## src/rtl/frac_blend_pkg.sv

```systemverilog
// frac_blend_pkg: shared types and constants for the fractional RGB blender.
package frac_blend_pkg;

  localparam int PIPE_LATENCY   = 3;
  localparam int RGB_CHAN_BITS  = 6;

  typedef struct packed {
    logic [RGB_CHAN_BITS-1:0] r;
    logic [RGB_CHAN_BITS-1:0] g;
    logic [RGB_CHAN_BITS-1:0] b;
  } rgb_t;

  typedef enum logic [1:0] {
    IDLE   = 2'd0,
    FETCH0 = 2'd1,
    FETCH1 = 2'd2,
    RUN    = 2'd3
  } state_t;

endpackage

```

## src/rtl/frac_blend_mac.sv

```systemverilog
// frac_blend_mac: one colour channel's weighted sum prev*(2^W-w) + curr*w.
// Defining FRAC_BLEND_ROUND_EN adds half an LSB of the weight so the later shift rounds half-up.
module frac_blend_mac #(
  parameter int colourbits = 6,
  parameter int weightbits = 4
) (
  input  logic [colourbits-1:0]            prev,
  input  logic [colourbits-1:0]            curr,
  input  logic [weightbits-1:0]            w,
  output logic [colourbits+weightbits-1:0] acc
);

  localparam int AW = colourbits + weightbits;

  logic [AW-1:0] p_ext;
  logic [AW-1:0] c_ext;
  logic [AW-1:0] w_ext;
  logic [AW-1:0] sum;

  // prev*(2^W - w) written as (prev << W) - prev*w keeps every term at AW bits;
  // the true result never exceeds AW bits, so modular intermediates are exact.
  always_comb begin
    p_ext = AW'(prev);
    c_ext = AW'(curr);
    w_ext = AW'(w);
    sum   = (p_ext << weightbits) - p_ext * w_ext + c_ext * w_ext;
`ifdef FRAC_BLEND_ROUND_EN
    sum   = sum + (AW'(1) << (weightbits - 1));
`else
    sum   = sum;
`endif
  end

  assign acc = sum;

endmodule

```

## src/rtl/frac_blend.sv

```systemverilog
// frac_blend: linearly interpolated RGB between the two source pixels straddling the fractional position.
// Build option FRAC_BLEND_ROUND_EN selects round-half-up instead of truncation (same latency).
module frac_blend
  import frac_blend_pkg::*;
#(
  parameter int bitwidth   = 10,
  parameter int fracwidth  = 16,
  parameter int colourbits = 6,
  parameter int weightbits = 4
) (
  input  logic                    clk,
  input  logic                    reset_n,
  input  logic                    line_start,
  output logic                    primed,
  input  logic                    pix_valid,
  input  logic                    step,
  input  logic [fracwidth-1:0]    fraction,
  input  logic                    blank,
  output logic [bitwidth-1:0]     rd_addr,
  input  logic [3*colourbits-1:0] rd_data,
  output logic                    out_valid,
  output logic [3*colourbits-1:0] out_rgb
);

  localparam int RGBW = 3 * colourbits;
  localparam int AW   = colourbits + weightbits;
  localparam logic [bitwidth-1:0] ADDR_MAX = '1;

  state_t                state_reg, state_next;
  logic [bitwidth-1:0]   addr_reg, addr_next, addr_inc;
  logic                  primed_reg, load_curr_reg;
  logic [RGBW-1:0]       prev_reg, curr_reg;
  logic [RGBW-1:0]       prev_op, curr_op, blended;
  logic                  accept, advance, window_shift;

  logic                  s0_valid_reg, s0_step_reg, s0_blank_reg;
  logic [weightbits-1:0] s0_w_reg;
  logic                  acc_valid_reg, acc_blank_reg;
  logic                  out_valid_reg;
  logic [RGBW-1:0]       out_rgb_reg;

  assign accept       = pix_valid & primed_reg & ~line_start;
  assign addr_inc     = addr_reg + bitwidth'(1);
  assign advance      = accept & step & (addr_reg != ADDR_MAX);
  assign window_shift = s0_valid_reg & s0_step_reg;

  // The address moves in the request cycle itself so the new pixel is back from the
  // registered RAM exactly when the request reaches the window stage.
  assign rd_addr = advance ? addr_inc : addr_reg;

  always_comb begin
    state_next = state_reg;
    addr_next  = addr_reg;
    if (line_start) begin
      state_next = FETCH0;
      addr_next  = '0;
    end else begin
      case (state_reg)
        IDLE:    state_next = IDLE;
        FETCH0: begin
          state_next = FETCH1;
          addr_next  = bitwidth'(1);
        end
        FETCH1:  state_next = RUN;
        RUN:     if (advance) addr_next = addr_inc;
        default: state_next = IDLE;
      endcase
    end
  end

  // primed rises on entering RUN; curr is filled on that first RUN cycle via load_curr_reg.
  always_ff @(posedge clk or negedge reset_n) begin
    if (!reset_n) begin
      state_reg     <= IDLE;
      addr_reg      <= '0;
      primed_reg    <= 1'b0;
      load_curr_reg <= 1'b0;
      prev_reg      <= '0;
      curr_reg      <= '0;
    end else begin
      state_reg <= state_next;
      addr_reg  <= addr_next;
      if (line_start) begin
        primed_reg    <= 1'b0;
        load_curr_reg <= 1'b0;
      end else if (state_reg == FETCH1) begin
        prev_reg      <= rd_data;
        primed_reg    <= 1'b1;
        load_curr_reg <= 1'b1;
      end else if (load_curr_reg) begin
        curr_reg      <= rd_data;
        load_curr_reg <= 1'b0;
      end else if (window_shift) begin
        prev_reg <= curr_reg;
        curr_reg <= rd_data;
      end
    end
  end

  // A stepping request blends the pair it just moved onto, not the stale one.
  assign prev_op = window_shift ? curr_reg : prev_reg;
  assign curr_op = window_shift ? rd_data  : curr_reg;

  always_ff @(posedge clk or negedge reset_n) begin
    if (!reset_n) begin
      s0_valid_reg  <= 1'b0;
      s0_step_reg   <= 1'b0;
      s0_blank_reg  <= 1'b0;
      s0_w_reg      <= '0;
      acc_valid_reg <= 1'b0;
      acc_blank_reg <= 1'b0;
      out_valid_reg <= 1'b0;
      out_rgb_reg   <= '0;
    end else begin
      s0_valid_reg <= accept;
      if (accept) begin
        s0_w_reg     <= weightbits'(fraction >> (fracwidth - weightbits));
        s0_step_reg  <= step;
        s0_blank_reg <= blank;
      end
      acc_valid_reg <= s0_valid_reg & ~line_start;
      acc_blank_reg <= s0_blank_reg;
      out_valid_reg <= acc_valid_reg & ~line_start;
      if (acc_valid_reg) out_rgb_reg <= acc_blank_reg ? '0 : blended;
    end
  end

  genvar gi;
  generate
    for (gi = 0; gi < 3; gi++) begin : g_chan
      logic [AW-1:0] mac_acc;
      logic [AW-1:0] acc_reg;

      frac_blend_mac #(
        .colourbits(colourbits),
        .weightbits(weightbits)
      ) u_mac (
        .prev(prev_op[gi*colourbits +: colourbits]),
        .curr(curr_op[gi*colourbits +: colourbits]),
        .w   (s0_w_reg),
        .acc (mac_acc)
      );

      always_ff @(posedge clk or negedge reset_n) begin
        if (!reset_n)          acc_reg <= '0;
        else if (s0_valid_reg) acc_reg <= mac_acc;
      end

      assign blended[gi*colourbits +: colourbits] = colourbits'(acc_reg >> weightbits);
    end
  endgenerate

  assign primed    = primed_reg;
  assign out_valid = out_valid_reg;
  assign out_rgb   = out_rgb_reg;

endmodule

```

## config.mk

```make
export PLATFORM = sky130hd
export DESIGN_NAME = frac_blend
export DESIGN_NICKNAME = d
export VERILOG_FILES = /design/src/rtl/frac_blend_pkg.sv /design/src/rtl/frac_blend_mac.sv /design/src/rtl/frac_blend.sv
export SDC_FILE = /design/constraint.sdc
export NUM_CORES = 1
export LEC_CHECK = 0
export CAP_MARGIN = 20
export CORE_UTILIZATION = 41
export CTS_BUF_LIST = sky130_fd_sc_hd__clkbuf_4
export DETAILED_ROUTE_END_ITERATION = 10
export SYNTH_ARGS = -nofsm -noshare
export SYNTH_HDL_FRONTEND = slang
export SYNTH_SLANG_ARGS = --single-unit
export TNS_END_PERCENT = 1
```

## constraint.sdc

```tcl
create_clock -name clk -period 6 [get_ports clk]
set_input_delay 0.9 -clock clk [delete_from_list [all_inputs] [get_ports clk]]
set_output_delay 0.9 -clock clk [all_outputs]
set_load 0.1 [all_outputs]
```

==> run_results.csv, run 1 <==
group,metric,value,unit
floorplanning,fp.dieW,153,um
outcome,status,"finished, final reports clean",
global_routing,grt_overflow,0,
placed_design,post-dp-hpwl,15400,um
logic_synthesis,synthDistinctLibCells,50,
global_routing,grtUsageMet3,3.35,%
global_routing,grt_pass1_wl,34000,um
cells_and_area,final_nets,1267,
timing,hold_viol,0,
timing,fin_crit_sh,88.5,%
timing,fmax,188,MHz
cells_and_area,antennaDiodeCount,0,
logic_synthesis,yosys-top-cells-area,"dfrtp_1 (26%), fa_1 (22%), ha_1 (8.3%), inv_1 (6.7%), nand2_1 (6.6%)",
setup_path,rrSetupSlack,0.69,ns
timing,maxSlewHeadroom,27.8,%
setup_path,crit_path_start_kind,"flip-flop",
timing,final-setup-viol-count,0,
clock_tree,clk_path_buf_depth,2,
global_routing,grtUsageMet1,26.4,%
timing,rsz0062_at_grt,"false",
clock_tree,cts_root_buf,"clkbuf_4",
routing,route.detailed.drc,0,
logic_synthesis,async_flop_share,100,%
logic_synthesis,syn_area,0.00939,sq mm
routing,viasPerCell,4.95,
clock_tree,clock_latency,0.49,ns
cells_and_area,drive_above_1_share,7.97,%
routing,antenna_left,0,
timing,tightest_slew,1.08,ns
logic_synthesis,yosys.area.top_type_share,25.6,%
global_routing,grt_pass1_vias,6730,
setup_path,critPathKind,"reg2reg",
global_routing,grt_max_degree,50,
logic_synthesis,synth_cells,1019,
logic_synthesis,synth_area_per_cell,9.21,sq um
clock_tree,cts_setup_buffers,0,
cells_and_area,area_growth,10.5,%
clock_tree,h-tree-depth,3,
clock_tree,numCtsBuffers,9,
floorplanning,die_h,153,um
routing,via_count,6669,
clock_tree,postCtsResizedCells,0,
logic_synthesis,synth_most_common_cell,"inv_1",
setup_path,cp-end-kind,"flip-flop",
logic_synthesis,yosysWarnings,0,
floorplanning,dieArea,0.0235,sq mm
logic_synthesis,synth-edff-count,0,
routing,wl_per_cell,14.8,um
placed_design,io_buffers,57,
floorplanning,io_pins,70,
setup_path,crit_fanout,18,
cells_and_area,stdcell_area,0.0104,sq mm
floorplanning,num_rows,54,
routing,drt_iter0_drc,287,
setup_path,cp.required,6.36,ns
logic_synthesis,yosys.area.top_type,"dfrtp_1",
clock_tree,cts_hold_buf,0,
routing,drt_wl_total,19900,um
global_routing,grt_usage,18.2,%
placed_design,gp_congestion,0.812,
cells_and_area,n_fill_cell,2161,
global_routing,top_usage_layer,"met2",
clock_tree,clk_pin_slew,0.18,ns
worst_hold_path,min_path_type,"in2async",
clock_tree,cts_tree,"yes",
clock_tree,clock_sinks,96,
logic_synthesis,yosysSeqAreaShare,25.6,%
timing,post-route-min-period,5.31,ns
logic_synthesis,synth_common_cells,"inv_1 (167), nand2_1 (166), fa_1 (102)",
logic_synthesis,ys_seq_elements,96,
floorplanning,start_util,42.4,%
global_routing,use_met2,28.5,%
logic_synthesis,synthFlopType,"dfrtp_1",
run,maxCapViolations,0,
global_routing,antenna_found_initial,0,
setup_path,crit_arrival,5.67,ns
timing,finalMaxSlewViolations,0,
logic_synthesis,syn-num-nets,1223,
routing,first_pass_iters,4,
placed_design,placedInstanceArea,0.0102,sq mm
timing,setup_tns,0,ns
timing,skew,0.0361,ns
floorplanning,core,0.0222,sq mm
-- placed cells by master (no fill, tap or decap), types with 18 or more instances in the layout --
master | synthesis | final
dfrtp_1 | 96 | 96
mux2_2 | 26 | 26
nand3b_1 | 21 | 21
nand3_1 | 18 | 18
mux2i_1 | 24 | 24
ha_1 | 62 | 62
nor2b_1 | 41 | 41
inv_1 | 167 | 167
nand2_1 | 166 | 166
a21oi_1 | 31 | 31
fa_1 | 102 | 102
buf_4 | 2 | 28
xnor2_1 | 27 | 27
clkdlybuf4s50_1 | 0 | 47
o21ai_0 | 44 | 44
and2_1 | 41 | 41
-- logic make-up (layout without fill, tap and decap cells) --
| family | after synthesis | count (layout) | synth area share (%) |
|---|---|---|---|
| xor+xnor | 39 | 39 | 3.64 |
| buf+inv | 211 | 259 | 8.65 |
| flops | 96 | 96 | 25.6 |
| mux | 56 | 56 | 6.40 |
| simple gates | 340 | 340 | 18.3 |
| fa+ha+maj | 164 | 164 | 30.0 |
| compound gates | 113 | 113 | 7.42 |
-- per-stage QoR --
| stage | hold slack (ns) | utilization, % | setup slack, ns | std cells |
|---|---|---|---|---|
| after floorplan | 0.354 | - | 1.09 | 1019 |
| after global placement | 0.404 | 46.2 | 0.456 | 1332 |
| after detailed placement | 0.396 | 46.2 | 0.434 | 1332 |
| after CTS | 0.384 | 46.8 | 0.685 | 1347 |
| after global routing | 0.409 | 46.8 | 0.359 | 1347 |
| final | 0.390 | 46.8 | 0.692 | 1347 |
-- per-layer routing --
layer	wire (um)	vias to the layer above	part of all wire, %
li1	-	3295	-
met2	8790	115	44
met4	149	0	0.75
met1	9900	3247	50
met3	1040	12	5.2
met5	0	-	0
-- area by class of cell --
class | count | area [sq um] | share of cell area [%]
Clock inverter | 5 | 57.6 | 0.555
Inverter | 169 | 638 | 6.15
Multi-Input combinational cell | 712 | 6170 | 59.5
Tap cell | 280 | 350 | 3.38
Clock buffer | 10 | 75.1 | 0.724
Sequential cell | 96 | 2400 | 23.2
Timing Repair Buffer | 75 | 681 | 6.56
-- critical path, cell delays in order (launching register included) --
cell and delay [ns]:
dfrtp_1 0.62, and2_1 0.20, buf_4 0.26, mux2i_1 0.41, nor2b_1 0.12, fa_1 0.51, inv_1 0.05, fa_1 0.51
inv_1 0.06, fa_1 0.53, inv_1 0.05, fa_1 0.47, inv_1 0.04, ha_1 0.32, and4_1 0.22, o211ai_1 0.11
nand3_1 0.14, a21oi_1 0.20, xnor2_1 0.08, mux2_2 0.26
-- path summary, 6_finish.rpt --
kind / start / end / cells after the start
worst max register to register: s0_valid_reg$_DFF_PN0_ / g_chan[2].acc_reg[7]$_DFFE_PN0P_ / 19
min in group clk: s0_blank_reg$_DFFE_PN0P_ / acc_blank_reg$_DFF_PN0_ / 0
worst min register to register: s0_blank_reg$_DFFE_PN0P_ / acc_blank_reg$_DFF_PN0_ / 0
max in group asynchronous: reset_n / curr_reg[17]$_DFFE_PN0P_ / 2
worst min-delay path: reset_n / addr_reg[9]$_DFFE_PN0P_ / 1
worst max-delay path: s0_valid_reg$_DFF_PN0_ / g_chan[2].acc_reg[7]$_DFFE_PN0P_ / 19
Power of run 1 is not shown: default switching activity piles up to over one toggle a cycle in this logic, so the estimate is an artifact.
==> inputs of run 2 (changes only) <==
Settings changed: HOLD_SLACK_MARGIN set to 0.12.
==> results of run 2 <==
The final DEF is identical to that of run 1; final timing and power are the same.
Power of run 2 is left out for the same reason.
==> inputs of run 3 (changes only) <==
Settings changed: ABC_AREA set to 1.
==> run_results.csv, run 3 <==
group,metric,value,unit
outcome,status,"finished, final reports clean",
logic_synthesis,ys_seq_elements,96,
logic_synthesis,synth_common_cells,"nand2_1 (307), inv_1 (285), nor2_1 (136)",
global_routing,grt_overflow,0,
setup_path,critPathKind,"reg2reg",
timing,fin_crit_sh,87.0,%
timing,skew,0.0305,ns
setup_path,cp.required,6.42,ns
logic_synthesis,synth_most_common_cell,"nand2_1",
timing,setup_tns,0,ns
cells_and_area,area_growth,9.41,%
setup_path,cp-end-kind,"flip-flop",
routing,antenna_left,0,
cells_and_area,final_nets,1535,
run,maxCapViolations,0,
setup_path,crit_fanout,72,
logic_synthesis,async_flop_share,100,%
placed_design,post-dp-hpwl,16900,um
logic_synthesis,yosys.area.top_type_share,24.6,%
floorplanning,fp.dieW,156,um
clock_tree,clk_path_buf_depth,2,
cells_and_area,layout_common_cells,"nand2_1 (307), inv_1 (285), nor2_1 (135)",
routing,wl_per_cell,13.6,um
logic_synthesis,syn_area,0.00976,sq mm
floorplanning,die_h,156,um
logic_synthesis,syn-num-nets,1501,
logic_synthesis,yosysWarnings,0,
routing,via_count,7871,
clock_tree,cts_hold_buf,0,
floorplanning,io_pins,70,
floorplanning,core,0.0234,sq mm
timing,post-route-min-period,5.22,ns
clock_tree,numCtsBuffers,9,
logic_synthesis,yosysSeqAreaShare,24.6,%
global_routing,grt_usage,19.8,%
timing,maxSlewHeadroom,35.1,%
worst_hold_path,min_path_type,"in2async",
routing,viasPerCell,4.75,
clock_tree,clk_pin_slew,0.19,ns
routing,route.detailed.drc,0,
logic_synthesis,synthFlopType,"dfrtp_1",
placed_design,gp_congestion,0.861,
timing,final-setup-viol-count,0,
clock_tree,cts_root_buf,"clkbuf_4",
clock_tree,postCtsResizedCells,0,
logic_synthesis,yosys-top-cells-area,"dfrtp_1 (25%), fa_1 (21%), nand2_1 (12%), inv_1 (11%), ha_1 (7.9%)",
logic_synthesis,synthDistinctLibCells,40,
floorplanning,start_util,41.7,%
global_routing,antenna_found_initial,1,
setup_path,crit_path_start_kind,"flip-flop",
timing,fmax,191,MHz
timing,tightest_slew,0.970,ns
global_routing,grt_max_degree,73,
clock_tree,cts_setup_buffers,0,
clock_tree,cts_tree,"yes",
global_routing,grt_pass1_wl,37800,um
logic_synthesis,synth_cells,1297,
cells_and_area,layout.cells.non_filler,1656,
routing,drt_wl_total,22500,um
logic_synthesis,synth_area_per_cell,7.52,sq um
cells_and_area,regArea,0.00240,sq mm
logic_synthesis,synth-edff-count,0,
clock_tree,h-tree-depth,3,
clock_tree,clock_latency,0.51,ns
setup_path,crit_arrival,5.64,ns
timing,rsz0062_at_grt,"false",
logic_synthesis,yosys.area.top_type,"dfrtp_1",
routing,drt_iter0_drc,365,
cells_and_area,mostFrequentLayoutCell,"nand2_1",
cells_and_area,n_fill_cell,2410,
timing,hold_viol,0,
routing,first_pass_iters,5,
cells_and_area,multiInputGateArea,0.00601,sq mm
placed_design,placedInstanceArea,0.0106,sq mm
placed_design,dp.cells,1639,
floorplanning,num_rows,56,
global_routing,grt_pass1_vias,7478,
clock_tree,clock_sinks,96,
floorplanning,dieArea,0.0244,sq mm
cells_and_area,drive_above_1_share,6.06,%
cells_and_area,stdcell_area,0.0107,sq mm
placed_design,io_buffers,57,
timing,finalMaxSlewViolations,0,
==> run 3: changes by cell type after synthesis, sizes merged, moves of 15 or more <==
cell	before	now
inv	168	292
a21oi	32	14
o21ai	45	101
mux2i	24	0
mux2	32	0
nor2	15	139
nand2	168	317
xnor2	27	1
nand3	20	43
nand2b	15	0
nor2b	41	0
and2	41	0
o22ai	1	26
==> run 3: cell type report <==
type,instances,share of cell area [%]
Clock buffer,10,0.703
Multi-Input combinational cell,860,56.3
Timing Repair Buffer,69,5.93
Sequential cell,96,22.5
Inverter,295,10.4
Antenna cell,1,0.0234
Clock inverter,6,0.457
Tap cell,319,3.74
==> run 3: worst max-delay path, stage by stage (launching register included) <==
cell	delay, ns
dfrtp_1	0.68
nand2_8	0.39
o21ai_1	0.65
nand2_1	0.15
fa_1	0.54
fa_1	0.43
fa_1	0.49
inv_1	0.05
fa_1	0.49
inv_1	0.05
ha_1	0.33
inv_1	0.11
o21ai_0	0.13
a221oi_1	0.32
nand3_1	0.12
nand3_1	0.12
nand2_1	0.05
==> run 3: logic make-up after synthesis <==
family	after synthesis	share of synthesized area (%)
buffers and inverters	341	13.9
AND/OR/NAND/NOR	523	22.0
AO/OA/AOI/OAI	166	9.97
flip-flops	96	24.6
XOR/XNOR	7	0.628
adder cells (fa/ha/maj)	164	28.9
==> run 3: per-stage QoR <==
step,hold WS (ns),setup slack (ns),util [%]
floorplan,0.354,1.52,-
global placement,0.436,0.700,45.1
detailed placement,0.430,0.654,45.1
CTS,0.365,0.809,45.6
global route,0.386,0.469,45.6
finish,0.367,0.777,45.6
==> run 3: path summary, 6_finish.rpt <==
| path | start | end | slack [ns] | cells after the start |
|---|---|---|---|---|
| worst max-delay path | s0_step_reg$_DFFE_PN0P_ | g_chan[2].acc_reg[9]$_DFFE_PN0P_ | 0.78 | 16 |
| worst min-delay path | reset_n | curr_reg[6]$_DFFE_PN0P_ | 0.37 | 1 |
| worst max register to register | s0_step_reg$_DFFE_PN0P_ | g_chan[2].acc_reg[9]$_DFFE_PN0P_ | 0.78 | 16 |
| worst min register to register | s0_blank_reg$_DFFE_PN0P_ | acc_blank_reg$_DFF_PN0_ | 0.46 | 0 |
| max in group asynchronous | reset_n | out_rgb[11]$_DFFE_PN0P_ | 4.49 | 2 |
| min in group clk | s0_blank_reg$_DFFE_PN0P_ | acc_blank_reg$_DFF_PN0_ | 0.46 | 0 |
==> run 3: metal layers <==
metal | share of wire [%] | global-route usage [%] | routed length [um]
met3 | 4.0 | 2.91 | 908
met2 | 43 | 30.3 | 9630
met4 | 1.2 | 4.86 | 274
met5 | 0 | 0 | 0
met1 | 52 | 29.2 | 11700
Power of run 3 is left out for the same reason.
